$ cat src/rtl/sr_cmd_debounce.sv
// sr_cmd_debounce: synchronizes and debounces set/clear buttons into exclusive one-cycle S/R command pulses.
module sr_cmd_debounce #(
   parameter int DB_CYCLES    = 4,
   parameter int GAP_CYCLES   = 2,
   parameter int CLR_PRIORITY = 1
)(
   input  logic clk,
   input  logic rst,
   input  logic set_btn,
   input  logic clr_btn,
   output logic S,
   output logic R,
   output logic set_db,
   output logic clr_db,
   output logic busy,
   output logic conflict
);
   localparam int CW = $clog2(DB_CYCLES + 1);
   localparam int GW = $clog2(GAP_CYCLES + 2);
   typedef enum logic [1:0] {IDLE, ISSUE, HOLDOFF} state_t;
   logic [1:0] w_btn, w_db, w_rise, w_clr;
   logic       w_win;
   state_t     r_state;
   logic       r_cmd, r_s, r_r, r_conflict;
   logic [1:0] r_pend;
   logic [GW-1:0] r_gap;
   assign w_btn = {clr_btn, set_btn};
   genvar c;
   for (c = 0; c < 2; c++) begin : g_ch
      logic [2:0]    r_sync;
      logic [CW-1:0] r_cnt;
      logic          r_db, r_db_d;
      // r_sync[2] is the synchronized level the debouncer watches
      always_ff @(posedge clk) begin
         if (rst) begin
            r_sync <= '0;
            r_cnt  <= '0;
            r_db   <= 1'b0;
            r_db_d <= 1'b0;
         end else begin
            r_sync <= {r_sync[1:0], w_btn[c]};
            r_db_d <= r_db;
            if (r_sync[2] == r_db) r_cnt <= '0;
            else if (r_cnt == CW'(DB_CYCLES - 1)) begin
               r_cnt <= '0;
               r_db  <= ~r_db;
            end else r_cnt <= r_cnt + 1'b1;
         end
      end
      assign w_db[c]   = r_db;
      assign w_rise[c] = r_db & ~r_db_d;
   end
   // bit 1 = clear channel; a fresh rising edge survives a same-cycle clear
   assign w_win = (&r_pend) ? (CLR_PRIORITY != 0) : r_pend[1];
   assign w_clr = (r_state == ISSUE) ? (r_cmd ? 2'b10 : 2'b01) :
                  (r_state == IDLE && &r_pend) ? (w_win ? 2'b01 : 2'b10) : 2'b00;
   always_ff @(posedge clk) begin
      if (rst) begin
         r_state    <= IDLE;
         r_cmd      <= 1'b0;
         r_s        <= 1'b0;
         r_r        <= 1'b0;
         r_conflict <= 1'b0;
         r_pend     <= 2'b00;
         r_gap      <= '0;
      end else begin
         r_s        <= 1'b0;
         r_r        <= 1'b0;
         r_conflict <= 1'b0;
         r_pend     <= (r_pend & ~w_clr) | w_rise;
         case (r_state)
            IDLE: if (|r_pend) begin
               r_state    <= ISSUE;
               r_cmd      <= w_win;
               r_s        <= ~w_win;
               r_r        <= w_win;
               r_conflict <= &r_pend;
            end
            ISSUE: begin
               r_state <= (GAP_CYCLES > 0) ? HOLDOFF : IDLE;
               r_gap   <= GW'(GAP_CYCLES > 0 ? GAP_CYCLES - 1 : 0);
            end
            HOLDOFF: if (r_gap == '0) r_state <= IDLE;
                     else r_gap <= r_gap - 1'b1;
            default: r_state <= IDLE;
         endcase
      end
   end
   assign S        = r_s;
   assign R        = r_r;
   assign set_db   = w_db[0];
   assign clr_db   = w_db[1];
   assign busy     = r_state != IDLE;
   assign conflict = r_conflict;
endmodule

$ cat config.mk
export PLATFORM = sky130hd
export DESIGN_NAME = sr_cmd_debounce
export DESIGN_NICKNAME = d
export VERILOG_FILES = /design/src/rtl/sr_cmd_debounce.sv
export SDC_FILE = /design/constraint.sdc
export NUM_CORES = 1
export LEC_CHECK = 0
export BUFFER_PORTS_ARGS = -buffer_cell sky130_fd_sc_hd__buf_2
export CAP_MARGIN = 25
export CORE_MARGIN = 2
export CORE_UTILIZATION = 55
export DETAILED_ROUTE_END_ITERATION = 6
export GPL_ROUTABILITY_DRIVEN = 0
export GPL_TIMING_DRIVEN = 0
export PLACE_DENSITY = 0.76
export SLEW_MARGIN = 20
export SYNTH_ARGS = -nofsm -noshare
export SYNTH_HDL_FRONTEND = slang
export SYNTH_SLANG_ARGS = --single-unit
$ cat constraint.sdc
create_clock -name clk -period 1.6 [get_ports clk]
set_clock_uncertainty 0.1 [all_clocks]
set_input_delay 0.08 -clock clk [delete_from_list [all_inputs] [get_ports clk]]
set_output_delay 0.08 -clock clk [all_outputs]
set_load 0.005 [all_outputs]
==> reports/metrics.cfg <==
[worst_setup_path]
reg2reg_to=g_ch[1].r_cnt[0]$_SDFF_PP0_
rrSetupSlack_ns=0.20
arrival_ns=1.56
startpoint_type=flip-flop
cpMostUsedCell=ha_1
cp_max_fo=3
r2r_cells=4
crit_type=flip-flop to flip-flop
required_ns=1.75
slowest_delay_ns=0.42
worst_r2r_startpoint=g_ch[1].r_cnt[0]$_SDFF_PP0_
crit_path_top_delay_cell=or3_4
crit_path_end_kind=flip-flop
cp_top_family=simple AND/OR/NAND/NOR gates
crit_path_cell_trace=ha_1, ha_1, or3_4, nor2_2
critPathBufInv=0

[detailed_routing]
vias=640
viasPerCell=4.96
drt-met1-wl_um=673
antenna_left=0
topRoutingLayerUsed=met4
dr_wl_met2_um=569
wl_met3_um=38
drt_wl_total_um=1300
drtIter0Drc=9
drc=0
firstDrtPassIters=4
wl_per_cell_um=10.0

[floorplanning]
die_area_um2=2130
ioPinCount=10
die_h_um=46.2
core_um2=1690
start_util_pct=57.9
die_w_um=46.2
row_count=15

[placement]
dpl-instance-area_um2=1040
dp_hpwl_um=926
portBuffers=9

[cells_and_area]
fin_util_pct=66.7
design_area_um2=1130
diodes=0
synthToLayoutAreaGrowth_pct=15.2
final_nets=122
drive_gt1_share_pct=25.0

[clocking]
cts_tree=yes
cts_sinks=26
cts.clk_slew.worst_paths_ns=0.14
htree_levels=1
cts.path.max_buffers=2
cts_buffers=3
cts_resized=0
root_buffer=clkbuf_4
clk_latency_ns=0.31

[grt]
grt_pass1_wl_um=2190
track_usage_pct=14.4
first_global_vias=547
antenna_found_initial=0
grt_max_degree=16
grt_overflow=0

[outcome]
status=finished clean

[sta]
maxSlewHeadroom_pct=87.0
setup_viol=0
rsz0062_at_grt=no
tightestPinTransition_ns=0.194
max_freq_mhz=713
maxSlewViolCount=0
min_period_over_period_pct=87.6
finalSetupTns_ns=0
period_minus_slack_ns=1.40
hold_viol=0
whs_ns=0.343

[worst_hold_path]
whs_endpoint=g_ch[0].r_cnt[0]$_SDFF_PP0_
hp-class=flip-flop to flip-flop
min_from=g_ch[0].r_cnt[0]$_SDFF_PP0_
holdPathStages=1

[power]
p_total_uw=1120
leakage_uw=0.000458
pwr_density_cell_nw_per_um2=992
ir_worst_vdd_mv=0.673

[logic_synthesis]
synth_seq_area_share_pct=53.3
ys_types=24
synth_nets=105
syn-instance-count=96
syn_area_per_cell_um2=10.2
yosysWarnings=0
ys_ff_latch=26
syn-cell-area_um2=977

[flow_run]
maxCapViolations=0

==> Yosys cell counts <==
| cell | count | area, um^2 |
|---|---|---|
| nor2_1 | 8 | 30.0 |
| and3_1 | 1 | 6.26 |
| a211oi_1 | 2 | 15.0 |
| nor3b_1 | 1 | 7.51 |
| nor4_1 | 1 | 6.26 |
| mux2i_1 | 4 | 40.0 |
| o21ai_1 | 1 | 5.00 |
| and2_1 | 1 | 6.26 |
| nand2_1 | 1 | 3.75 |
| nor3_1 | 1 | 5.00 |
| nor4b_2 | 1 | 15.0 |
| or3_4 | 2 | 22.5 |
| inv_2 | 1 | 3.75 |
| inv_1 | 8 | 30.0 |
| or2_1 | 1 | 6.26 |
| nand3b_1 | 2 | 15.0 |
| buf_2 | 4 | 20.0 |
| xnor2_1 | 2 | 17.5 |
| dfxtp_1 | 26 | 521 |
| nor2_2 | 7 | 43.8 |
| a21oi_1 | 5 | 25.0 |
| ha_1 | 5 | 62.6 |
| o211ai_1 | 1 | 7.51 |
| nor2b_1 | 10 | 62.6 |
==> how the worst max path moves through the flow <==
| stage | from | to | cells past startpoint |
|---|---|---|---|
| floorplan | g_ch[0].r_cnt[0]$_SDFF_PP0_ | g_ch[0].r_cnt[0]$_SDFF_PP0_ | 4 |
| global placement | g_ch[0].r_cnt[0]$_SDFF_PP0_ | g_ch[0].r_cnt[0]$_SDFF_PP0_ | 4 |
| detailed placement | g_ch[1].r_cnt[0]$_SDFF_PP0_ | g_ch[1].r_cnt[0]$_SDFF_PP0_ | 4 |
| CTS | g_ch[1].r_cnt[0]$_SDFF_PP0_ | g_ch[1].r_cnt[0]$_SDFF_PP0_ | 4 |
| global route | g_ch[0].r_cnt[0]$_SDFF_PP0_ | g_ch[0].r_cnt[0]$_SDFF_PP0_ | 4 |
| finish | g_ch[1].r_cnt[0]$_SDFF_PP0_ | g_ch[1].r_cnt[0]$_SDFF_PP0_ | 4 |
==> cell families (layout without fill, tap and decap cells) <==
kind of cell	Yosys count	after routing	share of synthesized area [%]
AOI/OAI and AO/OA	9	9	5.38
muxes	4	4	4.10
xor gates and xnor gates	2	2	1.79
DFF	26	26	53.3
buffers and inverters	13	29	5.51
and+or+nand+nor	37	37	23.6
adders and majority gates	5	5	6.40
==> layout by cell type (no fill, tap or decap), drive strengths merged, types with 2 or more instances in the layout <==
| cell type | n |
|---|---|
| dfxtp | 26 |
| nor2 | 15 |
| buf | 13 |
| nor2b | 10 |
| inv | 9 |
| a21oi | 5 |
| ha | 5 |
| mux2i | 4 |
| clkbuf | 3 |
| dlygate4sd3 | 3 |
| nand3b | 2 |
| xnor2 | 2 |
| or3 | 2 |
| a211oi | 2 |
==> per-stage QoR <==
step	instances	setup WS [ns]
floorplan	96	0.279
global placement	122	0.239
detailed placement	122	0.226
CTS	129	0.192
global route	129	0.129
finish	129	0.198
==> area by class of cell <==
cell class | count | area (um^2)
flip-flops and latches | 26 | 520
multi-input cells | 57 | 403
repair buffers | 12 | 75.1
clock inverters | 1 | 30.0
well taps | 17 | 21.3
fillers | 141 | 563
inverters | 9 | 33.8
clock buffers | 3 | 22.5
plain buffers | 4 | 20.0
==> power breakdown <==
part	switching (uW)	total (uW)	internal, uW	leakage (uW)
Combinational	13.4	28.5	15.1	0.000220
Clock	179	432	253	0.0000279
Sequential	2.34	657	654	0.000210
==> flip-flops by register name (all words and copies together), names as in the netlist, 2 cells and up <==
signal       count
r_gap            2
g_ch.r_sync      6
g_ch.r_cnt       6
r_state          2
r_pend           2
g_ch.r_db_d      2
==> layer usage <==
layer | up-vias | GRT usage, %
met4 | 0 | 5.14
li1 | 342 | -
met2 | 10 | 22.8
met3 | 2 | 3.53
met1 | 286 | 18.9
met5 | - | 0
==> worst register-to-register path, stage by stage, from the launching register on <==
cell and delay, ns:
dfxtp_1 0.34, ha_1 0.20, ha_1 0.21, or3_4 0.42
nor2_2 0.09
==> what timing repair did <==
item | 4_1_cts | 5_1_grt
buffers inserted | 0 | 0
hold buffers | 3 | 0
endpoints found under the hold margin | 8 | 0
setup endpoints to repair | 0 | 0
(Power assumes the default switching activity.)
